==> src/rtl/img_sensor_tx.sv <==
// img_sensor_tx: parallel pixel-bus transmitter driving img_fv/img_lv/img_d from a ready/trigger source.
// Define IMG_SENSOR_TX_PATTERN_EN to add cmd_pattern and an internal incrementing test pattern.
module img_sensor_tx #(
    parameter int ImageWidth    = 256,
    parameter int ImageHeight   = 256,
    parameter int FvLeadCycles  = 4,
    parameter int HBlankCycles  = 8,
    parameter int FvTrailCycles = 4,
    parameter int VBlankCycles  = 16
) (
    input  logic        clk,
    input  logic        rst,
    input  logic        cmd_trigger,
    input  logic [7:0]  cmd_frameCount,
    input  logic        cmd_stop,
`ifdef IMG_SENSOR_TX_PATTERN_EN
    input  logic        cmd_pattern,
`endif
    input  logic        px_ready,
    output logic        px_trigger,
    input  logic [15:0] px_data,
    output logic        img_fv,
    output logic        img_lv,
    output logic [11:0] img_d,
    output logic        status_busy,
    output logic        status_frameDone,
    output logic [15:0] status_underrunCount
);

    // state     | meaning
    // ST_IDLE   | waiting for cmd_trigger, fv low
    // ST_LEAD   | fv high ahead of the first line
    // ST_LINE   | fv and lv high, one pixel per cycle
    // ST_HBLANK | fv high, lv low between lines
    // ST_TRAIL  | fv high after the last line
    // ST_VBLANK | fv low between frames
    typedef enum logic [2:0] {
        ST_IDLE, ST_LEAD, ST_LINE, ST_HBLANK, ST_TRAIL, ST_VBLANK
    } state_t;

    function automatic int max2(input int a, input int b);
        return (a > b) ? a : b;
    endfunction

    localparam int MaxCycles = max2(max2(max2(ImageWidth, FvLeadCycles), max2(HBlankCycles, FvTrailCycles)),
                                    VBlankCycles);
    localparam int TW = $clog2(MaxCycles + 1);
    localparam int YW = $clog2(ImageHeight + 1);
    localparam logic [TW-1:0] LeadLd  = TW'(FvLeadCycles - 1);
    localparam logic [TW-1:0] LineLd  = TW'(ImageWidth - 1);
    localparam logic [TW-1:0] HBlkLd  = TW'(HBlankCycles - 1);
    localparam logic [TW-1:0] TrailLd = TW'(FvTrailCycles - 1);
    localparam logic [TW-1:0] VBlkLd  = TW'(VBlankCycles - 1);
    localparam logic [YW-1:0] YLast   = YW'(ImageHeight - 1);

    state_t        r_state, w_state_nxt;
    logic [TW-1:0] r_timer, w_timer_nxt;
    logic [YW-1:0] r_y;
    logic [7:0]    r_frames_left;
    logic          r_continuous, r_stop_req;
    logic          r_fv, r_lv, r_frame_done;
    logic [11:0]   r_d;
    logic [15:0]   r_underrun;
    logic          w_fv, w_lv, w_start, w_restart, w_y_inc, w_frame_end;
    logic          w_tc, w_stop, w_underrun, w_pattern;
    logic [11:0]   w_pix;
    logic          w_unused_px;

    assign w_unused_px = ^px_data[15:12];

`ifdef IMG_SENSOR_TX_PATTERN_EN
    logic        r_pattern;
    logic [11:0] r_pat;

    assign w_pattern = r_pattern;
    assign w_pix     = r_pattern ? r_pat : (px_ready ? px_data[11:0] : 12'd0);

    // r_pat counts pixels since frame start, which equals (x + y*ImageWidth) mod 4096
    always_ff @(posedge clk or posedge rst) begin
        if (rst) begin
            r_pattern <= 1'b0;
            r_pat     <= 12'd0;
        end else begin
            if (w_start)
                r_pattern <= cmd_pattern;
            if (w_start || w_restart)
                r_pat <= 12'd0;
            else if (w_lv)
                r_pat <= r_pat + 12'd1;
        end
    end
`else
    assign w_pattern = 1'b0;
    assign w_pix     = px_ready ? px_data[11:0] : 12'd0;
`endif

    assign w_tc       = (r_timer == '0);
    assign w_stop     = r_stop_req | cmd_stop;
    assign w_underrun = w_lv & ~px_ready & ~w_pattern;

    always_comb begin
        w_state_nxt = r_state;
        w_timer_nxt = w_tc ? r_timer : r_timer - 1'b1;
        w_fv        = 1'b0;
        w_lv        = 1'b0;
        w_start     = 1'b0;
        w_restart   = 1'b0;
        w_y_inc     = 1'b0;
        w_frame_end = 1'b0;
        case (r_state)
            ST_IDLE: begin
                if (cmd_trigger) begin
                    w_state_nxt = ST_LEAD;
                    w_timer_nxt = LeadLd;
                    w_start     = 1'b1;
                end
            end
            ST_LEAD: begin
                w_fv = 1'b1;
                if (w_tc) begin
                    w_state_nxt = ST_LINE;
                    w_timer_nxt = LineLd;
                end
            end
            ST_LINE: begin
                w_fv = 1'b1;
                w_lv = 1'b1;
                if (w_tc) begin
                    if (r_y == YLast) begin
                        w_state_nxt = ST_TRAIL;
                        w_timer_nxt = TrailLd;
                    end else begin
                        w_state_nxt = ST_HBLANK;
                        w_timer_nxt = HBlkLd;
                    end
                end
            end
            ST_HBLANK: begin
                w_fv = 1'b1;
                if (w_tc) begin
                    w_state_nxt = ST_LINE;
                    w_timer_nxt = LineLd;
                    w_y_inc     = 1'b1;
                end
            end
            ST_TRAIL: begin
                w_fv = 1'b1;
                if (w_tc) begin
                    w_state_nxt = ST_VBLANK;
                    w_timer_nxt = VBlkLd;
                    w_frame_end = 1'b1;
                end
            end
            ST_VBLANK: begin
                // a stop arriving on the very last blanking cycle still ends the sequence here
                if (w_tc) begin
                    if (w_stop || (!r_continuous && r_frames_left == 8'd0)) begin
                        w_state_nxt = ST_IDLE;
                    end else begin
                        w_state_nxt = ST_LEAD;
                        w_timer_nxt = LeadLd;
                        w_restart   = 1'b1;
                    end
                end
            end
            default: w_state_nxt = ST_IDLE;
        endcase
    end

    always_ff @(posedge clk or posedge rst) begin
        if (rst) begin
            r_state       <= ST_IDLE;
            r_timer       <= '0;
            r_y           <= '0;
            r_frames_left <= 8'd0;
            r_continuous  <= 1'b0;
            r_stop_req    <= 1'b0;
            r_fv          <= 1'b0;
            r_lv          <= 1'b0;
            r_d           <= 12'd0;
            r_frame_done  <= 1'b0;
            r_underrun    <= 16'd0;
        end else begin
            r_state <= w_state_nxt;
            r_timer <= w_timer_nxt;
            r_fv    <= w_fv;
            r_lv    <= w_lv;
            r_d     <= w_lv ? w_pix : 12'd0;
            if (r_fv && !w_fv)
                r_frame_done <= ~r_frame_done;
            if (w_start || w_restart)
                r_y <= '0;
            else if (w_y_inc)
                r_y <= r_y + 1'b1;
            if (w_start) begin
                r_frames_left <= cmd_frameCount;
                r_continuous  <= (cmd_frameCount == 8'd0);
                r_underrun    <= 16'd0;
                r_stop_req    <= 1'b0;
            end else begin
                if (cmd_stop && r_state != ST_IDLE)
                    r_stop_req <= 1'b1;
                if (w_underrun && r_underrun != 16'hFFFF)
                    r_underrun <= r_underrun + 16'd1;
                if (w_frame_end && !r_continuous && r_frames_left != 8'd0)
                    r_frames_left <= r_frames_left - 8'd1;
            end
        end
    end

    assign px_trigger           = w_lv & ~w_pattern;
    assign img_fv               = r_fv;
    assign img_lv               = r_lv;
    assign img_d                = r_d;
    assign status_busy          = (r_state != ST_IDLE);
    assign status_frameDone     = r_frame_done;
    assign status_underrunCount = r_underrun;

endmodule

==> config.mk <==
export PLATFORM = sky130hd
export DESIGN_NAME = img_sensor_tx
export DESIGN_NICKNAME = d
export VERILOG_FILES = /design/src/rtl/img_sensor_tx.sv
export SDC_FILE = /design/constraint.sdc
export NUM_CORES = 1
export LEC_CHECK = 0
export ABC_CLOCK_PERIOD_IN_PS = 2650
export BUFFER_PORTS_ARGS = -buffer_cell sky130_fd_sc_hd__buf_2
export CAP_MARGIN = 20
export CORE_MARGIN = 5
export CORE_UTILIZATION = 55
export DETAILED_ROUTE_END_ITERATION = 12
export PLACE_DENSITY_LB_ADDON = 0.2
export SLEW_MARGIN = 20
export SYNTH_ARGS = -nofsm -noshare
export SYNTH_HDL_FRONTEND = slang
export SYNTH_SLANG_ARGS = --single-unit
==> constraint.sdc <==
create_clock -name clk -period 2.65 [get_ports clk]
set_input_delay 0.3975 -clock clk [delete_from_list [all_inputs] [get_ports clk]]
set_output_delay 0.3975 -clock clk [all_outputs]
set_load 0.05 [all_outputs]
* Yosys cells after proc, flatten, opt, wreduce, memory -nomap -nowiden *
Index checks and enable logic that the tools add are counted.

operators by class
  add/subtract/negate cells = 4
  equal/unequal tests = 12
  mux-type cells = 37
  bitwise gates (word level) = 4
  reductions and logical operators = 23

operators by type and width
  operator               count
  $mux 9                 9
  $pmux 9 s5             1
  $mux 16                2
  $mux 12                2
  $mux 3                 7
  $add 16x1->16 const B  1
  $logic_not 8->1        2
  $mux 8                 2
  $ne 16x16->1 const B   1
  $pmux 3 s5             1
  $mux 1                 13
  $add 9x1->9 const B    1
  $eq 9x8->1 const B     1
  $logic_not 9->1        1
  $sub 9x1->9 const B    1
  $ne 2x2->1 const B     4
  $reduce_bool 2->1      4
  $reduce_bool 8->1      1
  $sub 8x1->8 const B    1
  $eq 3x2->1 const B     2
  $eq 3x3->1 const B     2
  $logic_and 1x1->1      6
  $reduce_and 5->1       1
  $reduce_or 4->1        1
  other kinds (10)       13

word-level totals
  register bits = 62
  bits of input ports = 29
  output and inout bits = 33
  word-level logic and storage cells = 91

* Longest topological paths before layout *
Gate-level depths: netlist of the first run.

  depth after elaboration = 8
  depth in mapped cells = 10
  depth with buffers taken out = 10

* Worst setup path after synthesis of the first run *
No wires, ideal clock.

  path kind = register to register
  from = register r_timer[0]
  to = register r_timer[0]
  library setup time = 126 ps
  arrival = 2274 ps
  required time = 2524 ps
  path slack = 249 ps
  stages on the path, launching flop included = 10
  path buffers = 0
  clock period less this slack = 2401 ps
  path through = dfrtp_1 inv_1 ha_1 or4b_4 nor2_8 inv_4 ha_1 o41ai_1 o21ai_0 a311o_1

between the ends
  word-level cells in the longest chain between the ends = 5
  elaborated cells on any way between the ends = 10
  classes of those cells = add/sub (1); mux (8); reduce/logical (1)

ends and longest elaborated chain
  what                                                   RTL line  text
  start, declared                                        57        logic [TW-1:0] r_timer, w_timer_nxt;
  start signal, assigned                                 185       r_timer <= w_timer_nxt;
  $sub 9x1->9 / $logic_not 9->1 (equally long branches)  103, 97
  $mux 9                                                 103       w_timer_nxt = w_tc ? r_timer : r_timer - 1'b1;
  $mux 9                                                 157       if (w_stop || (!r_continuous && r_frames_left == 8'd0)) begin
  $mux 9                                                 156       if (w_tc) begin
  $pmux 9 s5 (*)                                         110       case (r_state)
  named net w_timer_nxt[0]                               57

The timed path passes the listed nets; every way through them passes the cells marked *.
A chain may end at the register's enable or synchronous reset.

* Worst setup path after layout of the first run *
  from = register r_timer[1]
  to = register r_timer[0]

between the ends
  word-level cells in the longest chain between the ends = 5
  elaborated cells on any way between the ends = 9
  classes of those cells = mux (8); reduce/logical (1)

ends and longest elaborated chain
  what                      RTL line  text
  $logic_not 9->1 (*)       97        assign w_tc = (r_timer == '0);
  $mux 9                    103
  $mux 9                    157
  $mux 9                    156
  $pmux 9 s5 (*)            110
  named net w_timer_nxt[0]  57

Marked as above.

==> flow_summary.ini, run 1 <==
[clocking]
cts_tree = built
cts_max_level = 3
clk_latency_ns = 0.34
clockBufferDepth = 2
clk_pin_slew_ns = 0.07
cts.sinks = 62
cts_buffers = 9
root_buffer = clkbuf_8
cts_hold_buf = 0

[synthesis]
synthesis.area_mm2 = 0.003471
synth_top_area_share_pct = 44.70
syn-num-nets = 392
syn_area_per_cell_um2 = 9.750
synth_largest_area_cell = dfrtp_1
synth_cell_type_count = 64
ys_seq_area_share_pct = 44.70
synth_edf_count = 0
syn_inst = 356
synth-seq-cells = 62
async_flop_share_pct = 100.0
synthFlopType = dfrtp_1
synth_area_leaders = dfrtp_1, nand2_1, and3_1
yosys_warnings = 0

[place]
portBuffers = 57
placed_area_mm2 = 0.003923
gp_congestion = 0.9200
placed_cells = 492
place_hpwl_um = 6003

[power]
p_switching_uw = 1215
pwr-share-clk_pct = 27.4
power.density_mw_per_mm2 = 809.0
peakVddDrop_uv = 542.2
power_switching_share_pct = 36.06
p_int_uw = 2154
leakagePower_uw = 0.001941
comb_power_share_pct = 30.4
p_seq_share_pct = 42.2
total_power_uw = 3369

[setup_path]
cpPeakStageDelay_ns = 0.53
crit_arrival_ns = 2.73
endpoint_kind = flip-flop
path_class = flip-flop to flip-flop
critPathSlowestCell = or4b_4
start_kind = flip-flop
r2r_start = r_timer[1]
r2r_cells = 9
reg2reg_to = r_timer[0]
crit_chain = inv_1, ha_2, or4b_4, nor2_8, inv_4, ha_1, o41ai_2, o21ai_0, a311o_1
r2r_slack_ns = 0.14
critPathMaxFanout = 6
crit_required_ns = 2.87

[grt]
grt_pass1_vias = 2960
antenna_found_initial = 0
gr-total-overflow = 0
track_usage_pct = 22.86
grt_max_degree = 25
grt_pass1_wl_um = 14150

[sta]
finalClockSkew_ns = 0.007651
relSlewSlack_pct = 62.76
holdWs_ns = 0.04470
fmax_mhz = 398.4
fin_crit_sh_pct = 94.72
hold_violations = 0
min_period_ns = 2.510
setup_viol = 0
drv_slew = 0
tightest_slew_ns = 0.5543

[floorplan]
io_pins = 62
die_w_um = 89.44
die_area_mm2 = 0.008000
start_util_pct = 55.61
rows = 29
die_h_um = 89.44
core_mm2 = 0.006241

[routing]
viasPerCell = 6.243
routed_wl_um = 8552
route.detailed.drc = 0
ant_nets = 0
dr.pass1.iters = 5
num_vias = 3184
post_drt_wl_per_cell_um = 16.77
drt_iter0_markers = 336

[cells_and_area]
final_cell_area_mm2 = 0.004164
final_cell_mix = dfrtp_1, buf_2, nand2_1
mostFrequentLayoutCell = dfrtp_1
area_growth_pct = 19.97
fin_cells = 510
fillers = 506
n_antenna_cell = 0
nets = 464
layout-drive-gt1-share_pct = 27.94
final_util_pct = 66.72

[hold_path]
holdCritPathClass = input pin to asynchronous set/reset pin

[flow_run]
maxCapViolations = 0

[run_status]
status = finished, final reports clean
[per-layer routing]
metal	track usage, %	share of wire, %
met5	0	0
met4	9.878	1.6
met3	4.424	8.0
met2	35.43	46
met1	31.22	44
[stage by stage]
step	worst slack [ns]	TNS [ns]
floorplan	0.2493	0
global placement	0.1857	0
detailed placement	0.09544	0
CTS	0.07829	0
global route	-0.03933	-0.03933
finish	0.1400	0
[power groups by stage]
stage	sequential, uW	combinational, uW	clock, uW
CTS	1410	1010	941
finish	1420	1030	922
global placement	1410	969	0
floorplan	1430	693	0
detailed placement	1420	999	0
global route	1450	1130	989
[cell families (layout without fill, tap and decap cells)]
family	Yosys count	count (layout)	synth area share, %
multiplexers	9	9	2.632
buffers and inverters	25	102	2.812
XOR/XNOR	6	6	1.514
AO/OA/AOI/OAI	81	81	16.40
adder cells (fa/ha/maj)	7	7	2.523
AND/OR/NAND/NOR	166	166	29.42
flip-flops	62	62	44.70
[sequential cells by signal, summed over array words and instances, names as in the netlist]
name                  cells
r_stop_req                1
img_fv                    1
img_lv                    1
img_d                    12
r_frames_left             8
status_frameDone          1
r_continuous              1
status_underrunCount     16
r_y                       9
r_timer                   9
r_state                   3
[area by class of cell]
type | count | area (um2) | share of cell area [%]
Timing Repair Buffer | 76 | 427.9 | 10.28
Clock inverter | 4 | 70.07 | 1.683
Clock buffer | 12 | 145.1 | 3.486
Multi-Input combinational cell | 269 | 1832 | 43.99
Inverter | 10 | 40.04 | 0.9615
Sequential cell | 62 | 1553 | 37.29
Tap cell | 77 | 96.34 | 2.314
[how the worst max path moves through the flow]
stage,to,slack [ns],from,cells after the start
2_1_floorplan,r_timer[0],0.25,r_timer[0],9
4_1_cts,r_timer[0],0.08,r_timer[1],9
3_3_place_gp,r_timer[0],0.19,r_timer[1],9
6_report,r_timer[0],0.14,r_timer[1],9
5_1_grt,r_timer[0],-0.04,r_timer[1],9
3_5_place_dp,r_timer[0],0.1,r_timer[1],9
[what timing repair did]
item	in CTS	in global routing
setup endpoints to repair	0	1
buffers inserted	0	2
endpoints found under the hold margin	0	0
resized for setup	0	3
[cells in the mapped netlist (4+ instances only)]
cell type  count
ha_1           7
nor2b_1        4
nand2b_1       5
nor4_1         8
or3_1          5
o31ai_1        8
o21ai_0       17
mux2i_1        8
nor2_1        17
nand4_1        8
inv_1          9
a31oi_1        5
a21oi_1       18
or4_1         10
nor3_1        11
a211oi_1       4
dfrtp_1       62
and3_1        17
o211ai_1       6
nand3_1       18
nand2_1       34
clkbuf_1      13
[critical path, delay by kind of cell, from the launching register on]
family	cells	cell delay [ns]
adders and majority gates	2	0.51
buffers and inverters	2	0.11
DFF	1	0.44
and+or+nand+nor	2	0.72
AOI/OAI and AO/OA	3	0.64
Power figures use the tool's default switching activity.
==> run 2: changes to the inputs <==
- PLACE_DENSITY_LB_ADDON: 0.2 -> 0.12
==> flow_summary.ini, run 2 (synthesized netlist as in run 1, its figures left out) <==
[setup_path]
path_class = flip-flop to flip-flop
crit_required_ns = 2.87
cp_top_family = simple AND/OR/NAND/NOR gates
r2r_slack_ns = 0.06
endpoint_kind = flip-flop
critPathSlowestCell = or4b_4
r2r_cells = 9
cp_num_buf_inv = 2
start_kind = flip-flop
r2r_start = r_timer[0]
crit_arrival_ns = 2.81
critPathMaxFanout = 6
cpPeakStageDelay_ns = 0.53
crit_chain = inv_2, ha_4, or4b_4, nor2_8, inv_4, ha_1, o41ai_2, o21ai_1, a311o_1
reg2reg_to = r_timer[0]

[floorplan]
die_w_um = 89.44
io_pins = 62
die_h_um = 89.44
core_mm2 = 0.006241
die_area_mm2 = 0.008000
rows = 29
start_util_pct = 55.61

[routing]
num_vias = 3056
routed_wl_um = 8394
wl_met3_um = 598
wl_met1_um = 3908
drt_iter0_markers = 186
top_layer = met4
dr.pass1.iters = 4
route.detailed.drc = 0
met2_length_um = 3792
post_drt_wl_per_cell_um = 16.46
ant_nets = 0
viasPerCell = 5.992

[clocking]
cts_hold_buf = 0
clockBufferDepth = 2
cts_buffers = 9
cts_max_level = 3
cts.sinks = 62
root_buffer = clkbuf_8
clk_latency_ns = 0.33
clk_pin_slew_ns = 0.07
cts_tree = built

[grt]
grt_max_degree = 34
track_usage_pct = 21.64
gr-total-overflow = 0
antenna_found_initial = 0
grt_pass1_vias = 2824
grt_pass1_wl_um = 13640

[place]
pre_cts_ws_ns = 0.04135
place_hpwl_um = 5824
portBuffers = 57
gp_congestion = 0.8970

[sta]
setup_slack_ns = 0.06073
relSlewSlack_pct = 55.45
fin_crit_sh_pct = 97.71
finalClockSkew_ns = 0.007978
tightest_slew_ns = 0.6643
holdWs_ns = 0.1471
drv_slew = 0
fmax_mhz = 386.2
hold_violations = 0
min_period_ns = 2.589
setup_viol = 0

[hold_path]
holdCritPathClass = input pin to asynchronous set/reset pin

[flow_run]
maxCapViolations = 0

[cells_and_area]
layout-drive-gt1-share_pct = 28.41
area_growth_pct = 19.83
mostFrequentLayoutCell = dfrtp_1
n_antenna_cell = 0
largest_reg_flops = 16
final_cell_mix = dfrtp_1, buf_2, nand2_1
nets = 464

[power]
peakVddDrop_uv = 534.5
power.density_mw_per_mm2 = 795.9
leakagePower_uw = 0.001932

[run_status]
status = finished, final reports clean
==> run 2: layer usage <==
layer	vias up	global-route usage [%]
met1	1465	30.32
met4	0	8.254
li1	1496	-
met5	-	0
met3	9	3.594
met2	86	33.62
==> run 2: repair_timing <==
item / CTS / global route
resized for setup: 0 / 5
buffers inserted: 0 / 5
endpoints found under the setup margin: 0 / 1
==> run 2: power breakdown <==
group | internal, uW | switching [uW]
Clock | 427 | 384
Sequential | 1150 | 283
Combinational | 482 | 583
Total | 2060 | 1250
==> run 2: layout make-up <==
cell class / instances / area (um2)
clock buffers: 9 / 123.9
well taps: 77 / 96.34
repair buffers: 76 / 440.4
multi-input cells: 269 / 1842
inverters: 10 / 40.04
clock inverters: 7 / 65.06
fillers: 524 / 2082
flip-flops and latches: 62 / 1551
==> run 2: worst max path at each step <==
stage | start | endpoint | slack (ns) | cells after the start
final | r_timer[0] | r_timer[0] | 0.06 | 9
after CTS | r_timer[0] | r_timer[0] | 0.03 | 9
after global placement | r_timer[0] | r_timer[0] | 0.18 | 9
after detailed placement | r_timer[0] | r_timer[0] | 0.04 | 9
after floorplan | r_timer[0] | r_timer[0] | 0.25 | 9
after global routing | r_timer[0] | r_timer[0] | -0.03 | 9
==> run 2: stage by stage <==
stage	instances	setup TNS [ns]	power, uW	utilization (%)	cell area, um2
6_report	510	0	3310	66.64	4159
5_1_grt	510	-0.03130	3507	66.64	4159
4_1_cts	505	0	3219	65.72	4101
3_5_place_dp	489	0	2404	62.69	3913
3_3_place_gp	489	0	2368	62.69	3913
2_1_floorplan	356	0	2122	-	3471
